===== src/rtl/wait_count_gen.sv =====
// Prescaled wait counter that splits its range into PHASES equal segments,
// toggling `out` per segment; one-shot (saturate) or periodic (wrap) operation.
module wait_count_gen #(
    parameter int WIDTH  = 16,
    parameter int PHASES = 4,
    parameter int PRESC  = 1
) (
    input  logic                       clk,
    input  logic                       rst_n,
    input  logic                       start,
    input  logic                       rearm,
    input  logic                       periodic,
    output logic                       out,
    output logic                       done,
    output logic [$clog2(PHASES)-1:0]  phase,
    output logic [WIDTH-1:0]           count
);

    localparam int PB    = $clog2(PHASES);
    localparam int LOW_W = WIDTH - PB;
    localparam int PW    = (PRESC > 1) ? $clog2(PRESC) : 1;
    localparam logic [PW-1:0] PRE_LAST = PW'(PRESC - 1);

    typedef enum logic [1:0] {
        IDLE,
        RUN,
        SAT
    } state_t;

    state_t           state_q, state_d;
    logic [WIDTH-1:0] count_q, count_d;
    logic [PW-1:0]    pre_q,   pre_d;
    logic             out_q,   out_d;
    logic             done_q,  done_d;

    logic step;
    logic at_max;
    logic at_boundary;

    assign step        = (pre_q == PRE_LAST);
    assign at_max      = &count_q;
    // Every segment ends on a value whose low (in-segment) bits are all ones.
    assign at_boundary = &count_q[LOW_W-1:0];

    always_comb begin
        state_d = state_q;
        count_d = count_q;
        pre_d   = pre_q;
        out_d   = out_q;
        done_d  = 1'b0;

        if (rearm) begin
            state_d = IDLE;
            count_d = '0;
            pre_d   = '0;
            out_d   = 1'b0;
        end else begin
            case (state_q)
                IDLE, RUN: begin
                    if (start) begin
                        state_d = IDLE;
                        count_d = '0;
                        pre_d   = '0;
                        out_d   = 1'b0;
                    end else begin
                        state_d = RUN;
                        if (step) begin
                            pre_d = '0;
                            if (at_max) begin
                                out_d  = 1'b0;
                                done_d = 1'b1;
                                if (periodic) begin
                                    count_d = '0;
                                end else begin
                                    state_d = SAT;
                                end
                            end else begin
                                count_d = count_q + 1'b1;
                                // Leaving the end of an even segment enters an odd one.
                                if (at_boundary) begin
                                    out_d = ~count_q[LOW_W];
                                end
                            end
                        end else begin
                            pre_d = pre_q + 1'b1;
                        end
                    end
                end
                SAT: begin
                    out_d  = 1'b0;
                    done_d = 1'b1;
                end
                default: begin
                    state_d = IDLE;
                    count_d = '0;
                    pre_d   = '0;
                    out_d   = 1'b0;
                end
            endcase
        end
    end

    always_ff @(posedge clk) begin
        if (!rst_n) begin
            state_q <= IDLE;
            count_q <= '0;
            pre_q   <= '0;
            out_q   <= 1'b0;
            done_q  <= 1'b0;
        end else begin
            state_q <= state_d;
            count_q <= count_d;
            pre_q   <= pre_d;
            out_q   <= out_d;
            done_q  <= done_d;
        end
    end

    assign out   = out_q;
    assign done  = done_q;
    assign count = count_q;
    assign phase = count_q[WIDTH-1 -: PB];

endmodule


===== config.mk =====
export PLATFORM = sky130hd
export DESIGN_NAME = wait_count_gen
export DESIGN_NICKNAME = d
export VERILOG_FILES = /design/src/rtl/wait_count_gen.sv
export SDC_FILE = /design/constraint.sdc
export NUM_CORES = 1
export LEC_CHECK = 0
export CAP_MARGIN = 20
export CORE_UTILIZATION = 40
export CTS_CLUSTER_DIAMETER = 50
export DETAILED_ROUTE_END_ITERATION = 6
export DONT_BUFFER_PORTS = 1
export MAX_ROUTING_LAYER = met4
export PLACE_DENSITY = 0.5
export SETUP_SLACK_MARGIN = 0.1
export SKIP_CTS_REPAIR_TIMING = 1
export SLEW_MARGIN = 20
export SYNTH_ARGS = -nofsm -noshare
export SYNTH_HDL_FRONTEND = slang
export SYNTH_SLANG_ARGS = --single-unit

===== constraint.sdc =====
create_clock -name clk -period 2.3 [get_ports clk]
set_clock_uncertainty 0.05 [all_clocks]
set_input_delay 0.115 -clock clk [delete_from_list [all_inputs] [get_ports clk]]
set_output_delay 0.115 -clock clk [all_outputs]
set_load 0.01 [all_outputs]

# Word-level counts from Yosys, hierarchy flattened
# Index checks and enable logic that the tools add are counted.
[op_classes]
n_reduce_logical = 9
bitwise_logic = 5
eq_ne = 4
n_addsub = 2
n_mux = 19
[ops]
columns = ["operator", "n"]
rows = [
  ["$mux W16", 4],
  ["$pmux W16 S2", 1],
  ["$add A16 B1 Y16 const B", 1],
  ["$reduce_and A16 Y1", 1],
  ["$reduce_and A14 Y1", 1],
  ["$mux W2", 4],
  ["$mux W1", 7],
  ["$not A1 Y1", 5],
  ["$ne A4 B4 Y1 const B", 1],
  ["$pmux W1 S2", 2],
  ["$pmux W2 S2", 1],
  ["$reduce_or A2 Y1", 2],
  ["$reduce_or A4 Y1", 1],
  ["$ne A3 B3 Y1 const B", 1],
  ["$reduce_and A3 Y1", 1],
  ["$eq A2 B1 Y1 const B", 1],
  ["$eq A2 B2 Y1 const B", 1],
  ["$logic_not A2 Y1", 1],
  ["$reduce_and A2 Y1", 1],
  ["$reduce_bool A2 Y1", 1],
  ["$add A1 B1 Y1 const B", 1],
]
[totals]
reg_bits = 21
input_bits = 5
word_cells = 44
output_inout_bits = 20

# Logic depth before layout (Yosys ltp)
# Gate-level depths: netlist (run 1).
[logic_depth]
depth_word = 5
ltp_mapped = 8
ltp_nobuf = 6

# Worst setup path after synthesis (run 1)
# OpenSTA, ideal clock, no wires.
[synth_timing]
path_kind = "register to register"
start = "register count_q[0], in the netlist count[0]"
end = "register count_q[0], in the netlist count[0]"
slack_ns = 0.435
stages_incl_launch_ff = 8
arrival_ns = 1.694
path_buffers = 2
required_ns = 2.129
path_cell_list = "dfxtp_1 ha_1 nand4_1 and4bb_4 buf_6 nor2_4 buf_6 mux2_2"
[synth_between]
elab_chain_cells = 5
elab_cells_between_ends = 8
cone_classes = "add/sub: 1; eq/ne: 1; mux: 4; reduce/logical: 2"
[synth_lines]
columns = ["item", "line_no", "source"]
rows = [
  ["start: declaration", "31", "logic [WIDTH-1:0] count_q, count_d;"],
  ["start signal: assignment", "112", "count_q <= count_d;"],
  ["$add A16 B1 Y16 / $reduce_and A16 Y1 (equally long branches)", "78, 41", ""],
  ["$mux W16", "69", "if (at_max) begin"],
  ["$mux W16", "67", "if (step) begin"],
  ["$mux W16", "60", "if (start) begin"],
  ["$pmux W16 S2", "58", "case (state_q)"],
]
# Several ways; a longest one is shown, not always the timed one. The select of a mux whose other input is x is not followed.
# A chain may end at the register's enable or synchronous reset.

# Final worst setup path (run 1)
[layout_timing]
start = "register count_q[1], in the netlist count[1]"
end = "register count_q[14], in the netlist count[14]"
# Same word-level chain as after synthesis.

==> results of run 1 <==
[metrics by stage]
stage / hold slack, ps / worst slack [ps]
floorplan: 270 / 435
finish: -6.80 / 292
detailed placement: 320 / 223
global route: 11.3 / 127
CTS: -37.2 / 179
global placement: 319 / 275
[registers in the layout, summed over array words and instances, names as in the netlist]
signal,flops
count,16
done,1
out,1
state_q,2
[logic make-up (layout without fill, tap and decap cells)]
family          after synthesis  after routing  synth area share, %
simple gates                 48             49                 26.4
compound gates               31             31                 20.2
flops                        20             20                 38.7
buf+inv                      10             17                 7.75
mux                           4              4                 4.00
xor+xnor                      2              2                 1.70
fa+ha+maj                     1              1                 1.21
[routing by layer]
metal	up-vias	global-route usage (%)	part of all wire (%)
met5	-	-	0
met4	0	10.5	1.4
met3	2	4.64	7.1
met2	39	27.6	44
met1	406	23.0	47
li1	453	-	-
[power breakdown]
group | leakage, µW | internal, µW | switching [µW]
Sequential | 0.000161 | 348 | 1.83
Clock | 0.0000279 | 176 | 118
Combinational | 0.000241 | 8.44 | 11.6
Total | 0.000430 | 533 | 131
[area by class of cell]
type	count	area, µm²
clock buffer	3	22.5
clock inverter	1	30.0
fill	255	1310
inverter	3	11.3
multi-input combinational	87	568
sequential	20	400
tap	30	37.5
timing repair buffer	10	77.6
[cell usage after synthesis, types with 3 or more instances]
master    instances
inv_1             3
a22o_1            3
nand3_1           9
mux2i_1           3
nand2_1           6
nor3_1            5
o21ai_1           8
a211oi_1          3
dfxtp_1          20
buf_6             3
nand4_1           4
nor2_1           10
a21oi_1           6
[worst paths after layout]
| path | end | slack, ps | depth (start not counted) |
|---|---|---|---|
| max | count[14] | 290 | 6 |
| min reg2reg | count[9] | 520 | 1 |
| min | done | -7 | 2 |
| max reg2reg | count[14] | 290 | 6 |
==> impl_metrics.env, run 1 <==
export IMPL_ir_drop_uv=335
export IMPL_numPortBuffers=0
export IMPL_wl_per_cell_um=15.2
export IMPL_die_h_um=52.8
export IMPL_total_power_uw=664
export IMPL_status="finished, violations left"
export IMPL_worstPathArrival_ps=2170
export IMPL_synth_area_top_cells="dfxtp_1 39%, nand3_1 4.4%, o21ai_1 3.9%, nor2_1 3.6%, buf_6 3.3%"
export IMPL_path_buf_inv=0
export IMPL_synthArstFlopShare_pct=0
export IMPL_yosys_area_top_type_share_pct=38.7
export IMPL_leakagePower_uw=0.000430
export IMPL_cts_sinks=20
export IMPL_cts_buffers=3
export IMPL_synth_largest_area_cell="dfxtp_1"
export IMPL_critPathMaxStageDelay_ps=470
export IMPL_ios=25
export IMPL_syn_inst=116
export IMPL_grt_pass1_wl_um=3610
export IMPL_fin_crit_sh_pct=87.3
export IMPL_syn_area_um2=1030
export IMPL_first_global_vias=791
export IMPL_clk_pin_slew_ps=120
export IMPL_synth_seq_cells=20
export IMPL_violations="hold timing"
export IMPL_final_cells=154
export IMPL_clk_latency_ps=320
export IMPL_cp_end_kind="flop"
export IMPL_synth_cell_types=40
export IMPL_avgViaCountPerCell=5.84
export IMPL_drc=0
export IMPL_layout_drive_gt1_share_pct=17.7
export IMPL_ys_warn_count=0
export IMPL_timing_fmax_ghz=0.498
export IMPL_final_common_cell="dfxtp_1"
export IMPL_setup_viol=0
export IMPL_crit_path_max_fanout=6
export IMPL_crit_type="reg2reg"
export IMPL_nets=131
export IMPL_placed_cells=143
export IMPL_utilization_pct=46.7
export IMPL_rsz0062_at_grt="false"
export IMPL_vias=900
export IMPL_cts_root_buf="clkbuf_4"
export IMPL_clockBufferDepth=2
export IMPL_drt_first_pass_iters=4
export IMPL_synth_avg_cell_area_um2=8.91
export IMPL_core_area_um2=2450
export IMPL_hold_class="in2reg"
export IMPL_synth_edf_count=0
export IMPL_power_density_nw_per_um2=579
export IMPL_area_growth_pct=11.0
export IMPL_cp_top_family="simple AND/OR/NAND/NOR gates"
export IMPL_slew_violations=0
export IMPL_maxCapViolations=0
export IMPL_tightest_slew_ps=440
export IMPL_cp_cell_sequence="ha_1 -> nand4_1 -> nor2_2 -> nand4_1 -> o31ai_1 -> a21oi_1"
export IMPL_drt_initial_drc_count=39
export IMPL_dpl_hpwl_um=1630
export IMPL_synthFlopType="dfxtp_1"
export IMPL_hold_start="rst_n"
export IMPL_r2r_start="count[1]"
export IMPL_overflow=0
export IMPL_fin_area_um2=1150
export IMPL_ctsHtreeMaxLevel=1
export IMPL_ant_nets=0
export IMPL_relSlewSlack_pct=70.5
export IMPL_track_usage_pct=18.7
export IMPL_synth_nets=122
export IMPL_gp_congestion=0.831
export IMPL_drt_total_wl_um=2340
export IMPL_startpoint_type="flop"
export IMPL_period_minus_slack_ps=2010
export IMPL_required_ps=2460
export IMPL_start_util_pct=42.1
export IMPL_die_area_um2=2790
export IMPL_antenna_found_initial=0
export IMPL_layout_common_cells="20 x dfxtp_1, 9 x nor2_1, 9 x nand3_1, 9 x buf_4, 8 x o21ai_1"
export IMPL_startpoint="count[1]"
export IMPL_critPathSlowestCell="dfxtp_1"
export IMPL_hold_worst_slack_ps=-6.80
export IMPL_grt_max_degree=15
export IMPL_placementRows=18
export IMPL_cp_common_cell="nand4_1"
export IMPL_yosysSeqAreaShare_pct=38.7
export IMPL_fp_dieW_um=52.8
export IMPL_hold_viol_final=2
export IMPL_tns_ps=0
export IMPL_cts_tree="done"
export IMPL_antenna_cells=0
export IMPL_dpl_instance_area_um2=1030
Power figures use the tool's default switching activity.
==> run 2, diff against run 1 <==
--- a/config.mk
+++ b/config.mk
@@ -5,6 +5,7 @@
 export SDC_FILE = /design/constraint.sdc
 export NUM_CORES = 1
 export LEC_CHECK = 0
+export ABC_AREA = 1
 export CAP_MARGIN = 20
 export CORE_UTILIZATION = 40
 export CTS_CLUSTER_DIAMETER = 50
==> impl_metrics.env, run 2 <==
export IMPL_fp_dieW_um=57.4
export IMPL_rsz0062_at_grt="false"
export IMPL_layout_drive_gt1_share_pct=14.9
export IMPL_core_area_um2=2830
export IMPL_hold_class="in2reg"
export IMPL_tightest_slew_ps=572
export IMPL_vias=1165
export IMPL_synth_cell_types=27
export IMPL_grt_max_degree=17
export IMPL_yosysSeqAreaShare_pct=32.7
export IMPL_wl_per_cell_um=13.3
export IMPL_setup_ws_ps=354
export IMPL_cts_tree="done"
export IMPL_synth_nets=193
export IMPL_yosys_area_top_type_share_pct=32.7
export IMPL_power_frac_comb_pct=3.7
export IMPL_fin_area_um2=1360
export IMPL_drt_first_pass_iters=6
export IMPL_cts_root_buf="clkbuf_4"
export IMPL_die_area_um2=3290
export IMPL_switchingPower_uw=135
export IMPL_track_usage_pct=20.2
export IMPL_synth_edf_count=0
export IMPL_cts_buffers=3
export IMPL_yosys_cell_count_top_type="nand2_1"
export IMPL_clockBufferDepth=2
export IMPL_final_common_cell="nand2_1"
export IMPL_tns_ps=0
export IMPL_synth_area_top_cells="dfxtp_1 33%, nand2_1 17%, nand3_1 6.5%, nor2_1 6.4%, inv_1 6.1%"
export IMPL_startpoint_type="flop"
export IMPL_cp_end_kind="flop"
export IMPL_avgViaCountPerCell=5.18
export IMPL_synth_largest_area_cell="dfxtp_1"
export IMPL_area_growth_pct=10.5
export IMPL_period_minus_slack_ps=1950
export IMPL_syn_area_um2=1230
export IMPL_hold_viol_final=0
export IMPL_crit_path_max_fanout=14
export IMPL_grt_pass1_wl_um=5030
export IMPL_drt_initial_drc_count=78
export IMPL_required_ps=2510
export IMPL_internal_power_uw=532
export IMPL_syn_inst=187
export IMPL_largest_register_ff_count=16
export IMPL_ys_warn_count=0
export IMPL_synth_seq_cells=20
export IMPL_worstPathArrival_ps=2160
export IMPL_synthFlopType="dfxtp_1"
export IMPL_ctsHtreeMaxLevel=1
export IMPL_first_global_vias=1136
export IMPL_placed_cells=218
export IMPL_seqPwrFrac_pct=52.4
export IMPL_violations="DRC"
export IMPL_clkPwrFrac_pct=43.9
export IMPL_r2r_cells=11
export IMPL_start_util_pct=43.3
export IMPL_antenna_found_initial=0
export IMPL_cts_sinks=20
export IMPL_hold_path_depth=3
export IMPL_layout_common_cells="57 x nand2_1, 20 x nor2_1, 20 x inv_1, 20 x dfxtp_1, 16 x nand3_1"
export IMPL_clk_latency_ps=310
export IMPL_status="finished, violations left"
export IMPL_dpl_hpwl_um=2250
export IMPL_dpl_instance_area_um2=1270
export IMPL_ios=25
export IMPL_maxCapViolations=0
export IMPL_slew_violations=0
export IMPL_placementRows=19
export IMPL_clk_pin_slew_ps=120
export IMPL_ir_drop_uv=263
export IMPL_antenna_cells=0
export IMPL_leakagePower_uw=0.000572
export IMPL_gp_congestion=0.772
export IMPL_netSwitchingFraction_pct=20.2
export IMPL_synthArstFlopShare_pct=0
export IMPL_ys_top_cells_by_count="57 x nand2_1, 21 x nor2_1, 20 x dfxtp_1, 20 x inv_1, 16 x nand3_1"
export IMPL_timing_fmax_ghz=0.514
export IMPL_setup_viol=0
export IMPL_synth_avg_cell_area_um2=6.56
export IMPL_drc=4
export IMPL_numPortBuffers=0
export IMPL_final_cells=225
export IMPL_die_h_um=57.4
export IMPL_relSlewSlack_pct=61.8
export IMPL_fin_crit_sh_pct=84.6
export IMPL_drt_total_wl_um=2990
export IMPL_overflow=0
export IMPL_nets=201
export IMPL_pre_cts_ws_ps=249
export IMPL_power_density_nw_per_um2=492
export IMPL_crit_type="reg2reg"
export IMPL_ant_nets=0
[run 2: changes by cell type in the layout (fill, tap and decap cells not counted), sizes merged, moves of 8 or more]
cell	change
nand2	+55
a21oi	+9
nand3	+8
o21ai	-8
nor2	+15
inv	+19
[run 2: final timing paths]
path / end / startpoint / slack [ps]
hold / removal: count[14] / start / 10
setup / recovery: count[13] / count[0] / 350
hold reg to reg: count[13] / count[13] / 490
setup reg to reg: count[13] / count[0] / 350
[run 2: metrics by stage]
stage	hold slack, ps	utilization (%)	power [µW]
global placement	220	44.8	378
finish	14.4	47.9	667
global route	11.3	47.9	689
detailed placement	215	44.8	378
floorplan	197	-	373
CTS	-114	46.7	666
[run 2: cell type report]
class	instances	area, µm²
clock inverters	1	30.0
well taps	31	38.8
fillers	313	1470
multi-input cells	139	709
inverters	23	86.3
repair buffers	8	67.6
clock buffers	3	22.5
flip-flops and latches	20	400
[run 2: cell families after synthesis]
logic type	after synthesis	synth area share (%)
AO/OA/AOI/OAI	19	8.78
buffers and inverters	28	9.90
XOR/XNOR	3	2.14
AND/OR/NAND/NOR	116	45.5
adder cells (fa/ha/maj)	1	1.02
flip-flops	20	32.7
[run 2: layer usage]
metal  vias up  GRT usage [%]  share of wire [%]
met4         0           6.97                1.3
met2        30           32.7                 48
met3         6           2.95                5.3
li1        603              -                  -
met5         -              -                  0
met1       526           25.6                 46
[run 2: power groups by stage]
stage,logic (µW),registers (µW),clock network (µW)
floorplan,16.0,357,0
global placement,20.7,358,0
detailed placement,20.7,357,0
CTS,20.7,350,296
global route,27.9,350,310
finish,24.8,350,293
[run 2: worst max-delay path, stage by stage (launching register included)]
cell     delay, ps
dfxtp_1        460
ha_2           280
inv_2           70
nor2_4         180
nand2_4        100
nor2_8         150
nand3_4        100
nand2_4        190
inv_2           70
nor2_2         130
nand2_1         70
nand2_1         50
